### src/rtl/mem_port_arbiter_if.sv
`default_nettype none
// ============================================================================
// Module      : mem_port_arbiter_if
// Description : Fetch, data and backing-memory signals of mem_port_arbiter.
//               Names are given from the arbiter's point of view.
// Revision    : 1.0 - initial release
// ============================================================================
interface mem_port_arbiter_if #(
    parameter int ADDR_W = 32,
    parameter int DATA_W = 32
);
    logic              if_req_i;
    logic [ADDR_W-1:0] if_addr_i;
    logic              if_ack_o;
    logic [DATA_W-1:0] if_rdata_o;
    logic              dm_req_i;
    logic              dm_we_i;
    logic [ADDR_W-1:0] dm_addr_i;
    logic [DATA_W-1:0] dm_wdata_i;
    logic              dm_ack_o;
    logic [DATA_W-1:0] dm_rdata_o;
    logic              err_o;
    logic              mem_req_o;
    logic              mem_we_o;
    logic [ADDR_W-1:0] mem_addr_o;
    logic [DATA_W-1:0] mem_wdata_o;
    logic              mem_ack_i;
    logic [DATA_W-1:0] mem_rdata_i;
    logic              stall_o;

    modport slave (
        input  if_req_i, if_addr_i, dm_req_i, dm_we_i, dm_addr_i, dm_wdata_i,
               mem_ack_i, mem_rdata_i,
        output if_ack_o, if_rdata_o, dm_ack_o, dm_rdata_o, err_o,
               mem_req_o, mem_we_o, mem_addr_o, mem_wdata_o, stall_o
    );

    modport master (
        output if_req_i, if_addr_i, dm_req_i, dm_we_i, dm_addr_i, dm_wdata_i,
               mem_ack_i, mem_rdata_i,
        input  if_ack_o, if_rdata_o, dm_ack_o, dm_rdata_o, err_o,
               mem_req_o, mem_we_o, mem_addr_o, mem_wdata_o, stall_o
    );
endinterface
`default_nettype wire

### src/rtl/mem_port_arbiter.sv
`default_nettype none
// ============================================================================
// Module      : mem_port_arbiter
// Description : Shares one single-ported memory between fetch and MEM-stage
//               data requesters; drives the pipeline stall and aborts accesses
//               that are never acknowledged. Define ARB_RR_EN for round-robin
//               priority instead of fixed data-over-fetch.
// Revision    : 1.0 - initial release
// ============================================================================
module mem_port_arbiter #(
    parameter int ADDR_W      = 32,
    parameter int DATA_W      = 32,
    parameter int TIMEOUT_CYC = 64
) (
    input  logic              clk_i,
    input  logic              rst_i,
    mem_port_arbiter_if.slave bus
);
    localparam int               CNT_W    = $clog2(TIMEOUT_CYC);
    localparam logic [CNT_W-1:0] CNT_LAST = CNT_W'(TIMEOUT_CYC - 1);

    typedef enum logic [1:0] {
        S_IDLE = 2'd0,
        S_WAIT = 2'd1,
        S_RESP = 2'd2
    } state_t;

    state_t            state_q, state_d;
    logic [CNT_W-1:0]  cnt_q, cnt_d;
    logic              owner_dm_q, owner_dm_d;
    logic              mem_req_q, mem_req_d;
    logic              mem_we_q, mem_we_d;
    logic [ADDR_W-1:0] mem_addr_q, mem_addr_d;
    logic [DATA_W-1:0] mem_wdata_q, mem_wdata_d;
    logic              if_ack_q, if_ack_d;
    logic              dm_ack_q, dm_ack_d;
    logic              err_q, err_d;
    logic [DATA_W-1:0] if_rdata_q, if_rdata_d;
    logic [DATA_W-1:0] dm_rdata_q, dm_rdata_d;
    logic              grant_dm;

`ifdef ARB_RR_EN
    logic              last_dm_q, last_dm_d;

    // On a tie the requester that was not granted last wins.
    assign grant_dm = bus.dm_req_i & (~bus.if_req_i | ~last_dm_q);
`else
    assign grant_dm = bus.dm_req_i;
`endif

    always_comb begin
        state_d     = state_q;
        cnt_d       = cnt_q;
        owner_dm_d  = owner_dm_q;
        mem_req_d   = mem_req_q;
        mem_we_d    = mem_we_q;
        mem_addr_d  = mem_addr_q;
        mem_wdata_d = mem_wdata_q;
        if_ack_d    = 1'b0;
        dm_ack_d    = 1'b0;
        err_d       = 1'b0;
        if_rdata_d  = if_rdata_q;
        dm_rdata_d  = dm_rdata_q;
`ifdef ARB_RR_EN
        last_dm_d   = last_dm_q;
`endif
        case (state_q)
            S_IDLE: begin
                if (bus.if_req_i || bus.dm_req_i) begin
                    owner_dm_d  = grant_dm;
                    mem_req_d   = 1'b1;
                    mem_we_d    = grant_dm & bus.dm_we_i;
                    mem_addr_d  = grant_dm ? bus.dm_addr_i : bus.if_addr_i;
                    mem_wdata_d = grant_dm ? bus.dm_wdata_i : '0;
                    cnt_d       = '0;
                    state_d     = S_WAIT;
`ifdef ARB_RR_EN
                    last_dm_d   = grant_dm;
`endif
                end
            end
            S_WAIT: begin
                if (bus.mem_ack_i) begin
                    mem_req_d = 1'b0;
                    state_d   = S_RESP;
                    if (owner_dm_q) begin
                        dm_ack_d = 1'b1;
                        if (!mem_we_q) dm_rdata_d = bus.mem_rdata_i;
                    end else begin
                        if_ack_d   = 1'b1;
                        if_rdata_d = bus.mem_rdata_i;
                    end
                end else if (cnt_q == CNT_LAST) begin
                    // Abort: complete the access with an error and zero data.
                    mem_req_d = 1'b0;
                    err_d     = 1'b1;
                    state_d   = S_RESP;
                    if (owner_dm_q) begin
                        dm_ack_d   = 1'b1;
                        dm_rdata_d = '0;
                    end else begin
                        if_ack_d   = 1'b1;
                        if_rdata_d = '0;
                    end
                end else begin
                    cnt_d = cnt_q + 1'b1;
                end
            end
            S_RESP:  state_d = S_IDLE;
            default: state_d = S_IDLE;
        endcase
    end

    always_ff @(posedge clk_i) begin
        if (rst_i) begin
            state_q     <= S_IDLE;
            cnt_q       <= '0;
            owner_dm_q  <= 1'b0;
            mem_req_q   <= 1'b0;
            mem_we_q    <= 1'b0;
            mem_addr_q  <= '0;
            mem_wdata_q <= '0;
            if_ack_q    <= 1'b0;
            dm_ack_q    <= 1'b0;
            err_q       <= 1'b0;
            if_rdata_q  <= '0;
            dm_rdata_q  <= '0;
        end else begin
            state_q     <= state_d;
            cnt_q       <= cnt_d;
            owner_dm_q  <= owner_dm_d;
            mem_req_q   <= mem_req_d;
            mem_we_q    <= mem_we_d;
            mem_addr_q  <= mem_addr_d;
            mem_wdata_q <= mem_wdata_d;
            if_ack_q    <= if_ack_d;
            dm_ack_q    <= dm_ack_d;
            err_q       <= err_d;
            if_rdata_q  <= if_rdata_d;
            dm_rdata_q  <= dm_rdata_d;
        end
    end

`ifdef ARB_RR_EN
    // Resets to "fetch granted last" so data wins the first tie.
    always_ff @(posedge clk_i) begin
        if (rst_i) last_dm_q <= 1'b0;
        else       last_dm_q <= last_dm_d;
    end
`endif

    assign bus.mem_req_o   = mem_req_q;
    assign bus.mem_we_o    = mem_we_q;
    assign bus.mem_addr_o  = mem_addr_q;
    assign bus.mem_wdata_o = mem_wdata_q;
    assign bus.if_ack_o    = if_ack_q;
    assign bus.dm_ack_o    = dm_ack_q;
    assign bus.err_o       = err_q;
    assign bus.if_rdata_o  = if_rdata_q;
    assign bus.dm_rdata_o  = dm_rdata_q;
    assign bus.stall_o     = (bus.if_req_i & ~if_ack_q) | (bus.dm_req_i & ~dm_ack_q);
endmodule
`default_nettype wire

### src/flat_wrapper.sv
// flat-port wrapper written by rule: the top's interface ports become plain ports
module mem_port_arbiter_flat 
#(
    parameter int ADDR_W      = 32,
    parameter int DATA_W      = 32,
    parameter int TIMEOUT_CYC = 64
)
  (clk_i, rst_i, bus_if_req_i, bus_if_addr_i, bus_dm_req_i, bus_dm_we_i, bus_dm_addr_i, bus_dm_wdata_i, bus_mem_ack_i, bus_mem_rdata_i, bus_if_ack_o, bus_if_rdata_o, bus_dm_ack_o, bus_dm_rdata_o, bus_err_o, bus_mem_req_o, bus_mem_we_o, bus_mem_addr_o, bus_mem_wdata_o, bus_stall_o);
  mem_port_arbiter_if #(.ADDR_W(ADDR_W), .DATA_W(DATA_W)) bus_i ();
  input  logic clk_i;
  input  logic rst_i;
  input wire logic [$bits(bus_i.if_req_i)-1:0] bus_if_req_i;
  input wire logic [$bits(bus_i.if_addr_i)-1:0] bus_if_addr_i;
  input wire logic [$bits(bus_i.dm_req_i)-1:0] bus_dm_req_i;
  input wire logic [$bits(bus_i.dm_we_i)-1:0] bus_dm_we_i;
  input wire logic [$bits(bus_i.dm_addr_i)-1:0] bus_dm_addr_i;
  input wire logic [$bits(bus_i.dm_wdata_i)-1:0] bus_dm_wdata_i;
  input wire logic [$bits(bus_i.mem_ack_i)-1:0] bus_mem_ack_i;
  input wire logic [$bits(bus_i.mem_rdata_i)-1:0] bus_mem_rdata_i;
  output wire logic [$bits(bus_i.if_ack_o)-1:0] bus_if_ack_o;
  output wire logic [$bits(bus_i.if_rdata_o)-1:0] bus_if_rdata_o;
  output wire logic [$bits(bus_i.dm_ack_o)-1:0] bus_dm_ack_o;
  output wire logic [$bits(bus_i.dm_rdata_o)-1:0] bus_dm_rdata_o;
  output wire logic [$bits(bus_i.err_o)-1:0] bus_err_o;
  output wire logic [$bits(bus_i.mem_req_o)-1:0] bus_mem_req_o;
  output wire logic [$bits(bus_i.mem_we_o)-1:0] bus_mem_we_o;
  output wire logic [$bits(bus_i.mem_addr_o)-1:0] bus_mem_addr_o;
  output wire logic [$bits(bus_i.mem_wdata_o)-1:0] bus_mem_wdata_o;
  output wire logic [$bits(bus_i.stall_o)-1:0] bus_stall_o;
  assign bus_i.if_req_i = bus_if_req_i;
  assign bus_i.if_addr_i = bus_if_addr_i;
  assign bus_i.dm_req_i = bus_dm_req_i;
  assign bus_i.dm_we_i = bus_dm_we_i;
  assign bus_i.dm_addr_i = bus_dm_addr_i;
  assign bus_i.dm_wdata_i = bus_dm_wdata_i;
  assign bus_i.mem_ack_i = bus_mem_ack_i;
  assign bus_i.mem_rdata_i = bus_mem_rdata_i;
  assign bus_if_ack_o = bus_i.if_ack_o;
  assign bus_if_rdata_o = bus_i.if_rdata_o;
  assign bus_dm_ack_o = bus_i.dm_ack_o;
  assign bus_dm_rdata_o = bus_i.dm_rdata_o;
  assign bus_err_o = bus_i.err_o;
  assign bus_mem_req_o = bus_i.mem_req_o;
  assign bus_mem_we_o = bus_i.mem_we_o;
  assign bus_mem_addr_o = bus_i.mem_addr_o;
  assign bus_mem_wdata_o = bus_i.mem_wdata_o;
  assign bus_stall_o = bus_i.stall_o;
  mem_port_arbiter #(.ADDR_W(ADDR_W), .DATA_W(DATA_W), .TIMEOUT_CYC(TIMEOUT_CYC)) u_core (.clk_i(clk_i), .rst_i(rst_i), .bus(bus_i));
endmodule
### config.mk
export PLATFORM = sky130hd
export DESIGN_NAME = mem_port_arbiter_flat
export DESIGN_NICKNAME = d
export VERILOG_FILES = /design/src/rtl/mem_port_arbiter_if.sv /design/src/rtl/mem_port_arbiter.sv /design/src/flat_wrapper.sv
export SDC_FILE = /design/constraint.sdc
export NUM_CORES = 1
export LEC_CHECK = 0
export BUFFER_PORTS_ARGS = -buffer_cell sky130_fd_sc_hd__clkbuf_2
export CORE_ASPECT_RATIO = 1.75
export CORE_UTILIZATION = 45
export DETAILED_ROUTE_END_ITERATION = 6
export PLACE_DENSITY = 0.78
export SETUP_SLACK_MARGIN = 0.4
export SKIP_LAST_GASP = 1
export SLEW_MARGIN = 20
export SYNTH_ARGS = -nofsm -noshare
export SYNTH_HDL_FRONTEND = slang
export SYNTH_SLANG_ARGS = --single-unit
### constraint.sdc
create_clock -name clk_i -period 2.4 [get_ports clk_i]
set_clock_uncertainty 0.15 [all_clocks]
set_input_delay 0.48 -clock clk_i [delete_from_list [all_inputs] [get_ports clk_i]]
set_output_delay 0.48 -clock clk_i [all_outputs]
set_load 0.005 [all_outputs]
==> flow_summary.yaml <==
final_layout:
  syn_to_final_growth_pct: 39.8
  final_cell_area_sq_mm: 0.00722
  fin_util: 0.646
  fin_nets: 888
  drive_above_1_share: 0.422
power:
  vdd_ir_drop_max_uv: 674
  pwr_density_cell_mw_per_mm2: 805
  swShare: 0.264
  pwr-share-seq: 0.443
  p_int_mw: 4.28
  power_switching_mw: 1.53
  combPwrFrac: 0.120
  total_leakage_power_nw: 3.40
  clkPwrFrac: 0.437
floorplanning:
  ios: 268
  fp.coreArea_sq_mm: 0.0112
  initial_core_util: 0.462
  die_h_um: 144
  rows: 51
  die_w_um: 83.0
  die_area_sq_mm: 0.0119
yosys:
  synth_common_cells: "dfxtp_1 (142), a22o_1 (65), a21oi_1 (36)"
  async_flop_share: 0
  synth_top_family_by_area: "compound AO/OA/AOI/OAI gates"
  synth_nets: 637
  synth_cell_types: 35
  ys_top_cells_by_area: "dfxtp_1 (55%), a22o_1 (11%), mux2i_1 (6.2%), a211oi_1 (4.9%), o31ai_1 (4.9%)"
  synth-compound-area-share: 0.261
  synthAdderAreaFrac: 0.00242
  syn_area_sq_mm: 0.00516
  synth_edf_count: 0
  synth.most_common_cell: "dfxtp_1"
  syn-mean-instance-area_sq_um: 10.3
  syn-instance-count: 502
  yosysTopAreaCell: "dfxtp_1"
  ys.flop_type: "dfxtp_1"
  ys_warn_count: 0
  synth-xor-area-share: 0.00339
  synthSimpleGateAreaFrac: 0.0785
  synthMuxAreaShare: 0.0620
  synth_top_area_frac: 0.551
  synth-seq-cells: 142
  yosysSeqAreaShare: 0.551
status:
  status: "finished clean"
sta:
  fmax_mhz: 529
  setup_viol: 0
  report.final.slew_viol_count: 0
  rsz0062_at_grt: "true"
  period_needed_ns: 1.89
  relSlewSlack: 0.546
  fin_tns_setup_ns: 0
  worst_pin_slew_ns: 0.681
  timing.hold.ws_ns: 0.132
  hold_viol: 0
  timing.final.crit_share: 0.788
  fin_ws_ns: 0.508
placed_design:
  port_buffers: 267
  place_area_sq_mm: 0.00662
  hpwl_um: 11100
  globalplace.congestion: 0.859
  place_ws_ns: 0.0873
run:
  max_cap_violations: 0
min_path:
  hp-class: "primary input to register"
  hp-start: "bus_dm_wdata_i[3]"
route:
  wire_per_inst_um: 16.5
  ant_nets: 0
  wirelength_um: 14800
  firstDrtPassIters: 4
  route.detailed.drc: 0
  routed_via_density: 5.41
  via_count: 4860
  drt-initial-drc-count: 220
critical_path:
  worstPathMaxFanout: 22
  worstSetupStartpoint: "u_core.cnt_q[0]"
  cp-start-kind: "register"
  timing.rr.start: "u_core.cnt_q[0]"
  crit_required_ns: 2.54
  arrival_ns: 2.04
  critPathCaptureType: "register"
  critical_path_class: "register to register"
grt:
  grt_max_degree: 67
  track_usage: 0.242
  grt_pass1_vias: 4574
  antenna_found_initial: 1
  grt_pass1_wl_um: 22700
  grt.overflow.total: 0
clocking:
  clock_path_buffers: 2
  clkLatencyLatePin_ns: 0.40
  cts_hold_buf: 0
  path_clk_slew_ns: 0.07
  numCtsBuffers: 17
  cts_sinks: 142
  cts.root.buffer_cell: "clkbuf_16"
  htreeDepth: 4
  cts_tree: "done"
[flip-flops by register name, indices dropped and copies added, names as in the netlist]
register and cells:
u_core.bus.dm_ack_o 1, u_core.bus.dm_rdata_o 32, u_core.bus.err_o 1, u_core.bus.if_ack_o 1, u_core.bus.if_rdata_o 32, u_core.bus.mem_addr_o 32, u_core.bus.mem_req_o 1, u_core.bus.mem_wdata_o 32
u_core.bus.mem_we_o 1, u_core.cnt_q 6, u_core.owner_dm_q 1, u_core.state_q 2
[layout make-up]
class / instances / area [sq um]
Sequential cell: 142 / 2840
Inverter: 3 / 11.3
Multi-Input combinational cell: 307 / 2150
Clock inverter: 15 / 155
Clock buffer: 17 / 425
Timing Repair Buffer: 282 / 1460
Tap cell: 132 / 165
Antenna cell: 1 / 2.50
Fill cell: 926 / 3950
[final timing paths]
check | slack (ns) | depth (start not counted) | endpoint
worst min register to register | 0.32 | 2 | u_core.bus.if_rdata_o[0]
worst max-delay path | 0.51 | 6 | u_core.bus.dm_rdata_o[29]
worst min-delay path | 0.13 | 2 | u_core.bus.mem_wdata_o[3]
worst max register to register | 0.51 | 6 | u_core.bus.dm_rdata_o[29]
[critical path, stage by stage, from the launching register on]
cell     delay (ns)
dfxtp_1        0.38
ha_1           0.26
nand3_1        0.13
o31ai_2        0.27
a31oi_2        0.15
buf_4          0.25
a22o_1         0.20
[metrics by stage]
| stage | instances | total power [mW] |
|---|---|---|
| after floorplan | 502 | 2.97 |
| after global placement | 866 | 3.30 |
| after detailed placement | 866 | 3.32 |
| after CTS | 898 | 5.86 |
| after global routing | 899 | 6.05 |
| final | 899 | 5.81 |
[logic make-up (layout without fill, tap and decap cells)]
kind of cell | count (synthesis) | count (layout)
DFF | 142 | 142
other | 0 | 1
AOI/OAI and AO/OA | 182 | 182
xor gates and xnor gates | 2 | 2
muxes | 32 | 32
adders and majority gates | 1 | 1
buffers and inverters | 53 | 317
and+or+nand+nor | 90 | 90
[power groups by stage]
stage,sequential [mW],combinational [mW],clock (mW)
2_1_floorplan,2.63,0.340,0
3_3_place_gp,2.62,0.677,0
3_5_place_dp,2.63,0.694,0
4_1_cts,2.57,0.700,2.59
5_1_grt,2.59,0.762,2.70
6_report,2.58,0.697,2.54
[layout by cell type (no fill, tap or decap), types with 2 or more instances in the layout]
cell | netlist | layout
xnor2_1 | 2 | 2
a21oi_1 | 36 | 36
o31ai_1 | 34 | 33
clkbuf_16 | 0 | 17
a211oi_1 | 34 | 34
a21oi_2 | 2 | 2
nor4_4 | 0 | 2
inv_6 | 0 | 4
buf_4 | 0 | 14
a21o_1 | 2 | 2
nor2_1 | 34 | 33
inv_1 | 3 | 3
clkinv_4 | 0 | 3
mux2i_1 | 32 | 32
a22o_1 | 65 | 65
o21ai_0 | 3 | 3
o21a_1 | 2 | 2
nor3_1 | 3 | 3
clkinvlp_4 | 0 | 4
clkbuf_2 | 1 | 267
nand2b_1 | 2 | 2
nand2_1 | 34 | 34
nor4_1 | 3 | 3
dfxtp_1 | 142 | 142
inv_8 | 0 | 3
nand3_1 | 5 | 5
[routing by layer]
layer | GRT usage | vias to the layer above | share of wire | routed length (um)
met5 | 0 | - | 0 | 0
met2 | 0.430 | 206 | 0.52 | 7690
met3 | 0.0735 | 31 | 0.065 | 968
li1 | - | 2368 | - | -
met4 | 0.123 | 0 | 0.032 | 478
met1 | 0.258 | 2255 | 0.38 | 5680
[what timing repair did]
action	in CTS	in global routing
pin swaps	0	0
buffers inserted	0	0
endpoints found under the setup margin	9	32
resized for setup	1	2
(Power assumes the default switching activity.)
